$ cat src/rtl/multicycle_control_if.sv
// Shared-memory handshake between the multicycle controller and the memory.
// The controller drives the request side; the memory answers with mem_ready.
interface multicycle_control_if;
  logic mem_req;
  logic mem_we;
  logic i_or_d;
  logic mem_ready;

  modport master (output mem_req, output mem_we, output i_or_d, input mem_ready);
  modport slave  (input mem_req, input mem_we, input i_or_d, output mem_ready);
endinterface

$ cat src/rtl/multicycle_control.sv
// Multicycle MIPS-style control FSM: sequences fetch/decode/execute/memory/write-back,
// with a sticky trap on illegal opcodes and a retired-instruction counter.
module multicycle_control #(
  parameter logic [31:0] RETIRED_INIT = 32'd0  // counter value loaded by reset
) (
  input  logic                        clock,
  input  logic                        reset_n,
  multicycle_control_if.master        mem,
  input  logic [5:0]                  opcode,
  input  logic [5:0]                  funct,
  output logic                        ir_write,
  output logic                        pc_write,
  output logic                        pc_write_cond,
  output logic [1:0]                  pc_src,
  output logic                        alu_src_a,
  output logic [1:0]                  alu_src_b,
  output logic [2:0]                  alu_op,
  output logic                        reg_write,
  output logic [1:0]                  reg_dst,
  output logic [1:0]                  mem_to_reg,
  output logic [3:0]                  state,
  output logic                        trap,
  output logic [31:0]                 retired
);

  typedef enum logic [3:0] {
    S_FETCH  = 4'd0,
    S_DECODE = 4'd1,
    S_EXEC   = 4'd2,
    S_MEMRD  = 4'd3,
    S_MEMWR  = 4'd4,
    S_RWB    = 4'd5,
    S_LWB    = 4'd6,
    S_IWB    = 4'd7,
    S_TRAP   = 4'd8
  } state_t;

  localparam logic [5:0] OP_RTYPE = 6'b000000;
  localparam logic [5:0] OP_LW    = 6'b100011;
  localparam logic [5:0] OP_SW    = 6'b101011;
  localparam logic [5:0] OP_BEQ   = 6'b000100;
  localparam logic [5:0] OP_ADDI  = 6'b001000;
  localparam logic [5:0] OP_J     = 6'b000010;
  localparam logic [5:0] OP_JAL   = 6'b000011;
  localparam logic [5:0] FN_JR    = 6'b001000;

  state_t      state_reg, state_next;
  logic        trap_reg;
  logic [31:0] retired_reg;

  always_ff @(posedge clock or negedge reset_n) begin
    if (!reset_n) begin
      state_reg   <= S_FETCH;
      trap_reg    <= 1'b0;
      retired_reg <= RETIRED_INIT;
    end else begin
      state_reg <= state_next;
      if (state_next == S_TRAP)
        trap_reg <= 1'b1;
      if (state_reg != S_FETCH && state_next == S_FETCH)
        retired_reg <= retired_reg + 32'd1;
    end
  end

  always_comb begin
    state_next    = state_reg;
    mem.mem_req   = 1'b0;
    mem.mem_we    = 1'b0;
    mem.i_or_d    = 1'b0;
    ir_write      = 1'b0;
    pc_write      = 1'b0;
    pc_write_cond = 1'b0;
    pc_src        = 2'd0;
    alu_src_a     = 1'b0;
    alu_src_b     = 2'd0;
    alu_op        = 3'd0;
    reg_write     = 1'b0;
    reg_dst       = 2'd0;
    mem_to_reg    = 2'd0;

    // Outputs are gated by reset so no memory strobe outlives reset_n going low.
    if (reset_n) begin
      case (state_reg)
        S_FETCH: begin
          mem.mem_req = 1'b1;
          if (mem.mem_ready) begin
            ir_write   = 1'b1;
            pc_write   = 1'b1;
            alu_src_b  = 2'd1;
            state_next = S_DECODE;
          end
        end
        S_DECODE: begin
          alu_src_b = 2'd3;
          case (opcode)
            OP_RTYPE: begin
              if (funct == FN_JR) begin
                pc_write   = 1'b1;
                pc_src     = 2'd3;
                state_next = S_FETCH;
              end else begin
                state_next = S_EXEC;
              end
            end
            OP_LW, OP_SW, OP_BEQ, OP_ADDI: state_next = S_EXEC;
            OP_J: begin
              pc_write   = 1'b1;
              pc_src     = 2'd2;
              state_next = S_FETCH;
            end
            OP_JAL: begin
              pc_write   = 1'b1;
              pc_src     = 2'd2;
              reg_write  = 1'b1;
              reg_dst    = 2'd2;
              mem_to_reg = 2'd2;
              state_next = S_FETCH;
            end
            default: state_next = S_TRAP;
          endcase
        end
        S_EXEC: begin
          case (opcode)
            OP_RTYPE: begin
              alu_src_a  = 1'b1;
              alu_op     = 3'd2;
              state_next = S_RWB;
            end
            OP_LW, OP_SW, OP_ADDI: begin
              alu_src_a = 1'b1;
              alu_src_b = 2'd2;
              if (opcode == OP_LW)
                state_next = S_MEMRD;
              else if (opcode == OP_SW)
                state_next = S_MEMWR;
              else
                state_next = S_IWB;
            end
            OP_BEQ: begin
              alu_src_a     = 1'b1;
              alu_op        = 3'd1;
              pc_write_cond = 1'b1;
              pc_src        = 2'd1;
              state_next    = S_FETCH;
            end
            default: state_next = S_TRAP;
          endcase
        end
        S_MEMRD: begin
          mem.mem_req = 1'b1;
          mem.i_or_d  = 1'b1;
          if (mem.mem_ready)
            state_next = S_LWB;
        end
        S_MEMWR: begin
          mem.mem_req = 1'b1;
          mem.mem_we  = 1'b1;
          mem.i_or_d  = 1'b1;
          if (mem.mem_ready)
            state_next = S_FETCH;
        end
        S_RWB: begin
          reg_write  = 1'b1;
          reg_dst    = 2'd1;
          state_next = S_FETCH;
        end
        S_LWB: begin
          reg_write  = 1'b1;
          mem_to_reg = 2'd1;
          state_next = S_FETCH;
        end
        S_IWB: begin
          reg_write  = 1'b1;
          state_next = S_FETCH;
        end
        S_TRAP:  state_next = S_TRAP;
        default: state_next = S_TRAP;
      endcase
    end
  end

  assign state   = state_reg;
  assign trap    = trap_reg;
  assign retired = retired_reg;

endmodule

$ cat src/flat_wrapper.sv
// flat-port wrapper written by rule: the top's interface ports become plain ports
module multicycle_control_flat 
#(
  parameter logic [31:0] RETIRED_INIT = 32'd0                                  
)
  (clock, reset_n, opcode, funct, ir_write, pc_write, pc_write_cond, pc_src, alu_src_a, alu_src_b, alu_op, reg_write, reg_dst, mem_to_reg, state, trap, retired, mem_mem_req, mem_mem_we, mem_i_or_d, mem_mem_ready);
  multicycle_control_if mem_i ();
  input  logic clock;
  input  logic reset_n;
  input  logic [5:0] opcode;
  input  logic [5:0] funct;
  output logic ir_write;
  output logic pc_write;
  output logic pc_write_cond;
  output logic [1:0] pc_src;
  output logic alu_src_a;
  output logic [1:0] alu_src_b;
  output logic [2:0] alu_op;
  output logic reg_write;
  output logic [1:0] reg_dst;
  output logic [1:0] mem_to_reg;
  output logic [3:0] state;
  output logic trap;
  output logic [31:0] retired;
  output wire logic [$bits(mem_i.mem_req)-1:0] mem_mem_req;
  output wire logic [$bits(mem_i.mem_we)-1:0] mem_mem_we;
  output wire logic [$bits(mem_i.i_or_d)-1:0] mem_i_or_d;
  input wire logic [$bits(mem_i.mem_ready)-1:0] mem_mem_ready;
  assign mem_mem_req = mem_i.mem_req;
  assign mem_mem_we = mem_i.mem_we;
  assign mem_i_or_d = mem_i.i_or_d;
  assign mem_i.mem_ready = mem_mem_ready;
  multicycle_control #(.RETIRED_INIT(RETIRED_INIT)) u_core (.clock(clock), .reset_n(reset_n), .mem(mem_i), .opcode(opcode), .funct(funct), .ir_write(ir_write), .pc_write(pc_write), .pc_write_cond(pc_write_cond), .pc_src(pc_src), .alu_src_a(alu_src_a), .alu_src_b(alu_src_b), .alu_op(alu_op), .reg_write(reg_write), .reg_dst(reg_dst), .mem_to_reg(mem_to_reg), .state(state), .trap(trap), .retired(retired));
endmodule
$ cat config.mk
export PLATFORM = sky130hd
export DESIGN_NAME = multicycle_control_flat
export DESIGN_NICKNAME = d
export VERILOG_FILES = /design/src/rtl/multicycle_control_if.sv /design/src/rtl/multicycle_control.sv /design/src/flat_wrapper.sv
export SDC_FILE = /design/constraint.sdc
export NUM_CORES = 1
export LEC_CHECK = 0
export ABC_AREA = 1
export CAP_MARGIN = 5
export CORE_MARGIN = 2
export CORE_UTILIZATION = 40
export CTS_CLUSTER_SIZE = 28
export DETAILED_ROUTE_END_ITERATION = 8
export PLACE_DENSITY = 0.67
export SETUP_SLACK_MARGIN = 0.15
export SYNTH_ARGS = -nofsm -noshare
export SYNTH_HDL_FRONTEND = slang
export SYNTH_SLANG_ARGS = --single-unit
$ cat constraint.sdc
create_clock -name clock -period 2.1 [get_ports clock]
set_input_delay 0.21 -clock clock [delete_from_list [all_inputs] [get_ports clock]]
set_output_delay 0.21 -clock clock [all_outputs]
set_load 0.05 [all_outputs]
==> results.sh, run 1 <==
export IMPL_status="finished clean"
export IMPL_grt_max_degree=35
export IMPL_area_growth_pct=48.4
export IMPL_finalCritPeriodShare_pct=94.3
export IMPL_grt_pass1_wl_mm=14.0
export IMPL_fin_util_pct=61.2
export IMPL_synth_cell_types=29
export IMPL_setup_tns_ps=0
export IMPL_drcViolationCount=0
export IMPL_cp_arrival_ps=1770
export IMPL_ios=71
export IMPL_synth_area_um2=2790
export IMPL_cp_cell_sequence="nor2_4 -> nand3_4 -> nor2_4 -> inv_2 -> or2_4 -> o22ai_4 -> buf_12"
export IMPL_worstSkewPairLatency_ps=300
export IMPL_dp_hpwl_mm=6.36
export IMPL_p_int_mw=1.23
export IMPL_p_per_area_nw_per_um2=377
export IMPL_post_route_min_period_ps=1980
export IMPL_fin_skew_ps=16.2
export IMPL_slew_headroom_pct=66.5
export IMPL_syn_nets=430
export IMPL_path_delay_family="simple AND/OR/NAND/NOR gates"
export IMPL_hp_class="input port to asynchronous set/reset pin"
export IMPL_h_tree_depth=2
export IMPL_yosys_register_bits=37
export IMPL_peakVddDrop_uv=333
export IMPL_placed_area_um2=3830
export IMPL_rsz0062_at_grt="yes"
export IMPL_first_pass_iters=4
export IMPL_clock_root_buffer="clkbuf_8"
export IMPL_hold_viol=0
export IMPL_wl_mm=8.41
export IMPL_finalSetupViolCount=0
export IMPL_numCtsBuffers=5
export IMPL_critPathRequiredTime_ps=1890
export IMPL_start_kind="flip-flop"
export IMPL_final_cell_mix="nand2_1, clkdlybuf4s50_1, nor2_1"
export IMPL_cpMostUsedCell="nor2_4"
export IMPL_power_share_clock_pct=48.9
export IMPL_combPwrFrac_pct=5.4
export IMPL_drive_above_1_share_pct=19.6
export IMPL_instances_no_fill=580
export IMPL_die_height_um=87.5
export IMPL_cts_sinks=37
export IMPL_drv_cap=0
export IMPL_core_area_um2=6760
export IMPL_drt_iter0_drc=162
export IMPL_largest_register_ff_count=32
export IMPL_port_buffers=69
export IMPL_layout_commonest_cell="nand2_1"
export IMPL_overflow=0
export IMPL_synth_top_area_share_pct=33.2
export IMPL_ys_warnings_count=0
export IMPL_path_clk_slew_ps=90
export IMPL_crit_fanout=5
export IMPL_synth_seq_area_share_pct=33.2
export IMPL_r2r_setup_slack_ps=290
export IMPL_swShare_pct=21.3
export IMPL_maxSlewViolCount=0
export IMPL_die_w_um=87.5
export IMPL_slowest_delay_ps=430
export IMPL_path_class="flip-flop to output pin"
export IMPL_routedWlPerCell_um=14.5
export IMPL_netlist_top_cell_by_area="dfrtp_1"
export IMPL_vias=3012
export IMPL_clockBufferDepth=2
export IMPL_critPathCaptureType="output pin"
export IMPL_antenna_cells=0
export IMPL_grt_pass1_vias=2906
export IMPL_slowest_stage="dfrtp_2"
export IMPL_avgSynthCellArea_um2=6.73
export IMPL_cts_tree="yes"
export IMPL_final_area_um2=4130
export IMPL_start_util_pct=41.2
export IMPL_worstMarginPinSlew_ps=502
export IMPL_syn_inst=414
export IMPL_via_per_inst=5.19
export IMPL_placedCellCount=561
export IMPL_antenna_found_initial=0
export IMPL_gp_congestion=0.977
export IMPL_leakage_nw=1.94
export IMPL_ant_nets=0
export IMPL_synth_area_leaders="dfrtp_1, nand2_1, nand4_1"
export IMPL_fp_row_count=30
export IMPL_track_usage_pct=23.1
export IMPL_critPathBufInv=2
export IMPL_seqPwrFrac_pct=45.7
export IMPL_power_total_mw=1.56
export IMPL_layout_nets=515
export IMPL_die_area_um2=7650
export IMPL_fmax_mhz=505
export IMPL_p_switching_mw=0.331
-- final cells by class --
cell class	count	area (um2)
inverter	42	158
sequential	37	931
multi-input combinational	321	1750
timing repair buffer	92	1060
clock inverter	3	68.8
clock buffer	5	68.8
tap	80	100
fill	646	2620
-- final timing paths --
check,cells past startpoint,startpoint,end
setup / recovery,7,u_core.state[2],reg_write
hold / removal,3,reset_n,u_core.state[0]
setup reg to reg,12,u_core.state[1],u_core.retired[1]
hold reg to reg,1,u_core.trap,u_core.trap
max in group asynchronous,3,reset_n,u_core.state[1]
min in group clock,1,u_core.trap,u_core.trap
-- routing by layer --
layer	share of wire, %	global-route usage [%]	vias up
met3	4.9	3.51	6
met5	0	0	-
met2	49	37.3	91
li1	-	-	1505
met4	1.1	6.29	0
met1	45	32.1	1410
-- what timing repair did --
action	CTS	global route
setup endpoints to repair	8	41
pin swaps	7	8
setup buffers	5	4
gates resized for setup	6	19
hold buffers	2	0
hold endpoints to repair	26	0
-- power groups by stage --
stage / clock [mW] / combinational [mW] / sequential [mW]
global placement: 0 / 0.0788 / 0.726
finish: 0.761 / 0.0842 / 0.712
global route: 0.807 / 0.0937 / 0.712
CTS: 0.783 / 0.0844 / 0.712
detailed placement: 0 / 0.0812 / 0.726
floorplan: 0 / 0.0278 / 0.726
-- cells in the mapped netlist --
cell type  count
nand2_1      139
nor2_1        54
nand4_1       39
inv_1         38
dfrtp_1       37
nand3_1       19
xor2_1        17
nor3_1        16
xnor2_1       13
buf_2          9
inv_2          4
nor2_2         4
buf_6          3
o21ai_0        3
a21oi_4        2
buf_4          2
nand2_2        2
or2_2          2
a21oi_1        1
a31oi_1        1
conb_1         1
ha_1           1
nand3_2        1
nand3_4        1
nand3b_4       1
nor2_4         1
o21ai_1        1
o21bai_1       1
o22ai_1        1
-- worst reg2reg max path: cells and delay by family, from the launching register on --
family	cells	cell delay, ps
AOI/OAI and AO/OA	1	80
DFF	1	460
buffers and inverters	3	380
and+or+nand+nor	8	760
-- through the flow --
stage | hold slack (ps) | setup WS (ps)
3_5_place_dp | 180 | -12.9
3_3_place_gp | 173 | 33.6
6_report | 49.8 | 120
4_1_cts | 34.3 | 115
2_1_floorplan | -85.6 | 92.3
5_1_grt | 63.6 | 28.8
-- kinds of logic (layout without fill, tap and decap cells) --
group / count (synthesis) / after routing / share of synthesized area, %
AOI/OAI and AO/OA: 10 / 10 / 2.78
xor gates and xnor gates: 30 / 30 / 9.43
adders and majority gates: 1 / 1 / 0.449
buffers and inverters: 56 / 142 / 9.03
DFF: 37 / 37 / 33.2
other: 1 / 1 / 0.135
and+or+nand+nor: 279 / 279 / 44.9
Note: power is estimated with default switching activity, not from simulation.
==> inputs of run 2 (changes only) <==
- CORE_ASPECT_RATIO: unset -> 0.5
- HOLD_SLACK_MARGIN: unset -> 0.06
==> run 2 against run 1 <==
  * Final area is 4.5% higher
  * Hold slack better by 410 ps
  * Die area grew 0.53%
  * Count of clock-buffer cells in the layout is 3 higher
  * Setup slack better by 61 ps
  * Total power shrank 0.98%
  * First-iteration DRC count increased by 68%
  * Clock power decreased by 3%
  * Combinational power grew 3.1%
  * Clock skew shrank 13 ps
  * Global-route usage down 0.63 points
  * Routed wire length up 3.1%
  * Critical path type unchanged
==> results.sh, run 2 (same netlist as run 1, synthesis figures left out) <==
export IMPL_status="finished clean"
export IMPL_grt_pass1_vias=2792
export IMPL_fmax_mhz=521
export IMPL_post_place_ws_ps=-53.2
export IMPL_numCtsBuffers=5
export IMPL_layout_nets=517
export IMPL_grt_max_degree=35
export IMPL_drive_above_1_share_pct=21.1
export IMPL_hold_viol=0
export IMPL_busiest_layer="met2"
export IMPL_hp_class="input port to flip-flop"
export IMPL_fp_row_count=21
export IMPL_r2r_cells=13
export IMPL_worstMarginPinSlew_ps=975
export IMPL_die_height_um=63.0
export IMPL_use_met3_pct=3.92
export IMPL_critPathCaptureType="output pin"
export IMPL_cp_arrival_ps=1710
export IMPL_whs_path_depth=5
export IMPL_critPathRequiredTime_ps=1890
export IMPL_fin_ws_ps=182
export IMPL_finalCritPeriodShare_pct=91.3
export IMPL_p_per_area_nw_per_um2=357
export IMPL_r2r_setup_slack_ps=230
export IMPL_gr_usage_met2_pct=35.3
export IMPL_ant_nets=0
export IMPL_core_area_um2=6700
export IMPL_use_met1_pct=32.1
export IMPL_ios=71
export IMPL_drt_iter0_drc=272
export IMPL_vias=3069
export IMPL_maxSlewViolCount=0
export IMPL_wl_mm=8.67
export IMPL_power_total_mw=1.54
export IMPL_grt_pass1_wl_mm=13.8
export IMPL_r2r_end="u_core.retired[25]"
export IMPL_port_buffers=69
export IMPL_post_route_min_period_ps=1920
export IMPL_min_from="reset_n"
export IMPL_drv_cap=0
export IMPL_peakVddDrop_uv=291
export IMPL_start_util_pct=41.6
export IMPL_area_growth_pct=55.1
export IMPL_final_cell_mix="nand2_1, nor2_1, clkdlybuf4s50_1"
export IMPL_holdPathEnd="u_core.state[3]"
export IMPL_first_pass_iters=5
export IMPL_drcViolationCount=0
export IMPL_dp_hpwl_mm=6.11
export IMPL_die_area_um2=7690
export IMPL_path_clk_slew_ps=50
export IMPL_die_w_um=122
export IMPL_cts_tree="yes"
export IMPL_layout_commonest_cell="nand2_1"
export IMPL_start_kind="flip-flop"
export IMPL_antenna_cells=0
export IMPL_holdWs_ps=458
export IMPL_slew_headroom_pct=34.8
export IMPL_track_usage_pct=22.4
export IMPL_clock_root_buffer="clkbuf_16"
export IMPL_crit_fanout=5
export IMPL_clockBufferDepth=2
export IMPL_fin_skew_ps=3.18
export IMPL_rsz0062_at_grt="yes"
export IMPL_setup_tns_ps=0
export IMPL_routedWlPerCell_um=14.6
export IMPL_rr_startpoint="u_core.state[0]"
export IMPL_cts_sinks=37
export IMPL_leakage_nw=2.05
export IMPL_via_per_inst=5.17
export IMPL_antenna_found_initial=0
export IMPL_path_class="flip-flop to output pin"
export IMPL_finalSetupViolCount=0
export IMPL_gp_congestion=0.979
export IMPL_overflow=0
export IMPL_worstSkewPairLatency_ps=280
export IMPL_h_tree_depth=2
export IMPL_largest_register_ff_count=32
-- run 2: area by class of cell --
class / count / area [um2]
fillers: 612 / 2380
multi-input cells: 321 / 1790
repair buffers: 94 / 1180
flip-flops and latches: 37 / 931
inverters: 42 / 160
clock buffers: 8 / 146
well taps: 92 / 115
-- run 2: worst max-delay path: stages, from the launching register on --
cell and delay [ps]:
dfrtp_2 440, nor2_4 170, nand3_4 100, nor2_4 100, inv_2 50, or2_4 280, o22ai_4 140, buf_12 160
-- run 2: how the worst max path moves through the flow --
stage | slack, ps | start | cells after the start | end
global route | 100 | u_core.state[2] | 7 | reg_write
CTS | 150 | u_core.state[3] | 7 | reg_write
floorplan | 90 | u_core.state[2] | 5 | pc_src[0]
finish | 180 | u_core.state[2] | 7 | reg_write
global placement | -20 | opcode[4] | 12 | u_core.retired[9]
detailed placement | -50 | opcode[4] | 12 | u_core.retired[13]
-- run 2: metal layers --
layer	share of wire [%]	routed length [um]
met4	1.6	139
met3	8.2	715
met1	44	3840
met5	0	0
met2	46	3980
-- run 2: per-stage QoR --
stage,std cells,util [%],instance area [um2]
2_1_floorplan,414,-,2860
3_3_place_gp,571,57.8,3870
3_5_place_dp,571,57.8,3870
4_1_cts,588,61.4,4110
5_1_grt,594,64.5,4320
6_report,594,64.5,4320
-- run 2: report_power, final --
| group | total, mW | internal [mW] | switching [mW] |
|---|---|---|---|
| registers | 0.713 | 0.713 | 0.000000000000000294 |
| logic | 0.0868 | 0.0364 | 0.0504 |
| clock network | 0.741 | 0.473 | 0.268 |
| total | 1.54 | 1.22 | 0.319 |
-- run 2: what timing repair did --
item                       in CTS  in global routing
hold buffers                    2                  0
pin swaps                       5                 11
resized for setup               7                 39
setup endpoints to repair       8                 42
buffers inserted                7                  3
cloned                          0                  3
hold endpoints to repair       15                  0
==> inputs of run 3 (changes only) <==
- PLACE_DENSITY: 0.67 -> unset
- PLACE_DENSITY_LB_ADDON: unset -> 0.25
==> run 3 against run 2 <==
  * Count of clock-buffer cells in the layout is 2 lower
  * Sequential power hardly changed
  * Critical path depth stayed put
  * Cell count is 0.17% lower
  * Non-clock buffer count is 1 lower
  * Clock skew is 2.1 ps higher
  * Highest routed layer unchanged
  * Setup slack worse by 31 ps
  * Routed wire length is 7.2% lower
  * Critical endpoint unchanged
==> results.sh, run 3 (same netlist as run 1, synthesis figures left out) <==
export IMPL_drt_iter0_drc=196
export IMPL_clock_root_buffer="clkbuf_16"
export IMPL_start_kind="flip-flop"
export IMPL_drive_above_1_share_pct=19.8
export IMPL_gp_congestion=0.962
export IMPL_routedWlPerCell_um=13.6
export IMPL_core_area_um2=6700
export IMPL_ant_nets=0
export IMPL_worstMarginPinSlew_ps=529
export IMPL_r2r_setup_slack_ps=290
export IMPL_die_area_um2=7690
export IMPL_critPathCaptureType="output pin"
export IMPL_finalSetupViolCount=0
export IMPL_via_per_inst=5.04
export IMPL_die_height_um=63.0
export IMPL_crit_end="reg_write"
export IMPL_antenna_found_initial=0
export IMPL_rsz0062_at_grt="yes"
export IMPL_ios=71
export IMPL_final_cell_mix="nand2_1, clkdlybuf4s50_1, nor2_1"
export IMPL_fmax_mhz=513
export IMPL_vias=2990
export IMPL_grt_pass1_vias=2780
export IMPL_clockBufferDepth=2
export IMPL_slew_headroom_pct=64.6
export IMPL_area_growth_pct=50.0
export IMPL_worstSkewPairLatency_ps=280
export IMPL_grt_max_degree=35
export IMPL_placed_area_um2=3870
export IMPL_critPathRequiredTime_ps=1890
export IMPL_dp_hpwl_mm=6.16
export IMPL_port_buffers=69
export IMPL_fp_row_count=21
export IMPL_path_class="flip-flop to output pin"
export IMPL_cts_sinks=37
export IMPL_track_usage_pct=21.3
export IMPL_drcViolationCount=0
export IMPL_grt_pass1_wl_mm=13.2
export IMPL_drv_cap=0
export IMPL_antenna_cells=0
export IMPL_fin_util_pct=62.4
export IMPL_r2r_cells=14
export IMPL_path_clk_slew_ps=60
export IMPL_crit_start="u_core.state[2]"
export IMPL_first_pass_iters=4
export IMPL_cp_arrival_ps=1740
export IMPL_post_place_ws_ps=-49.2
export IMPL_layout_nets=516
export IMPL_wl_mm=8.04
export IMPL_crit_fanout=5
export IMPL_die_w_um=122
export IMPL_overflow=0
export IMPL_numCtsBuffers=5
export IMPL_fin_skew_ps=5.32
export IMPL_maxSlewViolCount=0
export IMPL_hp_class="input port to asynchronous set/reset pin"
export IMPL_p_per_area_nw_per_um2=363
export IMPL_seq_area_um2=931
export IMPL_rr_startpoint="u_core.state[3]"
export IMPL_peakVddDrop_uv=280
export IMPL_fill_cells=629
export IMPL_hold_viol=0
export IMPL_fin_ws_ps=150
export IMPL_start_util_pct=41.6
export IMPL_finalCritPeriodShare_pct=92.8
export IMPL_post_route_min_period_ps=1950
export IMPL_h_tree_depth=2
export IMPL_multi_input_area_um2=1740
export IMPL_cts_tree="yes"
export IMPL_r2r_end="u_core.retired[16]"
export IMPL_largest_register_ff_count=32
export IMPL_final_area_um2=4180
export IMPL_layout_commonest_cell="nand2_1"
export IMPL_leakage_nw=1.97
export IMPL_status="finished clean"
run 3: changes by cell type in the layout (fill, tap and decap cells not counted), moves of 2 or more:
cell,delta
buf_12,-3
clkbuf_16,-2
buf_4,+3
nor2_2,+3
nand3_4,-2
nor2_4,-2
nand2_1,+9
nand2_2,-8
clkdlybuf4s50_1,+4
dlymetal6s2s_1,-4
clkinv_2,+2
run 3: worst min path at each step:
stage	start	cells past startpoint	endpoint	slack (ps)
after floorplan	reset_n	0	u_core.retired[0]	-90
after global placement	reset_n	2	u_core.state[2]	170
after detailed placement	reset_n	2	u_core.state[2]	180
after CTS	reset_n	3	u_core.trap	230
after global routing	reset_n	3	u_core.retired[26]	290
final	reset_n	3	u_core.retired[25]	220
run 3: repair_timing:
item / CTS / global route
setup endpoints to repair: 7 / 44
gates resized for setup: 6 / 23
hold buffers: 1 / 0
endpoints found under the hold margin: 3 / 0
buffers inserted: 5 / 5
pin swaps: 5 / 11
run 3: critical path, cell delays in order, from the launching register on:
cell and delay (ps):
dfrtp_2 420, nor2_4 160, nand3_2 110, nor2_2 120, inv_2 70, or2_4 280
o22ai_4 130, buf_12 160
run 3: stage by stage:
stage | setup TNS (ps) | total power, mW | hold slack, ps | cells
after floorplan | 0 | 0.754 | -85.6 | 414
after global placement | -294 | 0.804 | 173 | 574
after detailed placement | -715 | 0.806 | 177 | 574
after CTS | 0 | 1.53 | 230 | 588
after global routing | 0 | 1.58 | 290 | 593
final | 0 | 1.52 | 216 | 593
run 3: routing by layer:
layer | wire length (um) | global-route usage (%) | up-vias
met5 | 0 | 0 | -
met4 | 134 | 6.47 | 0
met3 | 499 | 3.38 | 14
met2 | 3470 | 32.6 | 98
met1 | 3940 | 30.7 | 1372
li1 | - | - | 1506
run 3: report_power, final:
| group | switching [mW] | leakage (nW) | internal, mW |
|---|---|---|---|
| Clock | 0.287 | 0.0706 | 0.436 |
| Sequential | 0.000000000000000255 | 0.501 | 0.713 |
| Combinational | 0.0488 | 1.40 | 0.0343 |
run 3: layout make-up:
type / count / area share [%]
tap: 92 / 2.75
inverter: 42 / 3.83
sequential: 37 / 22.3
timing repair buffer: 93 / 26.3
multi-input combinational: 321 / 41.6
clock inverter: 2 / 0.240
clock buffer: 6 / 3.08
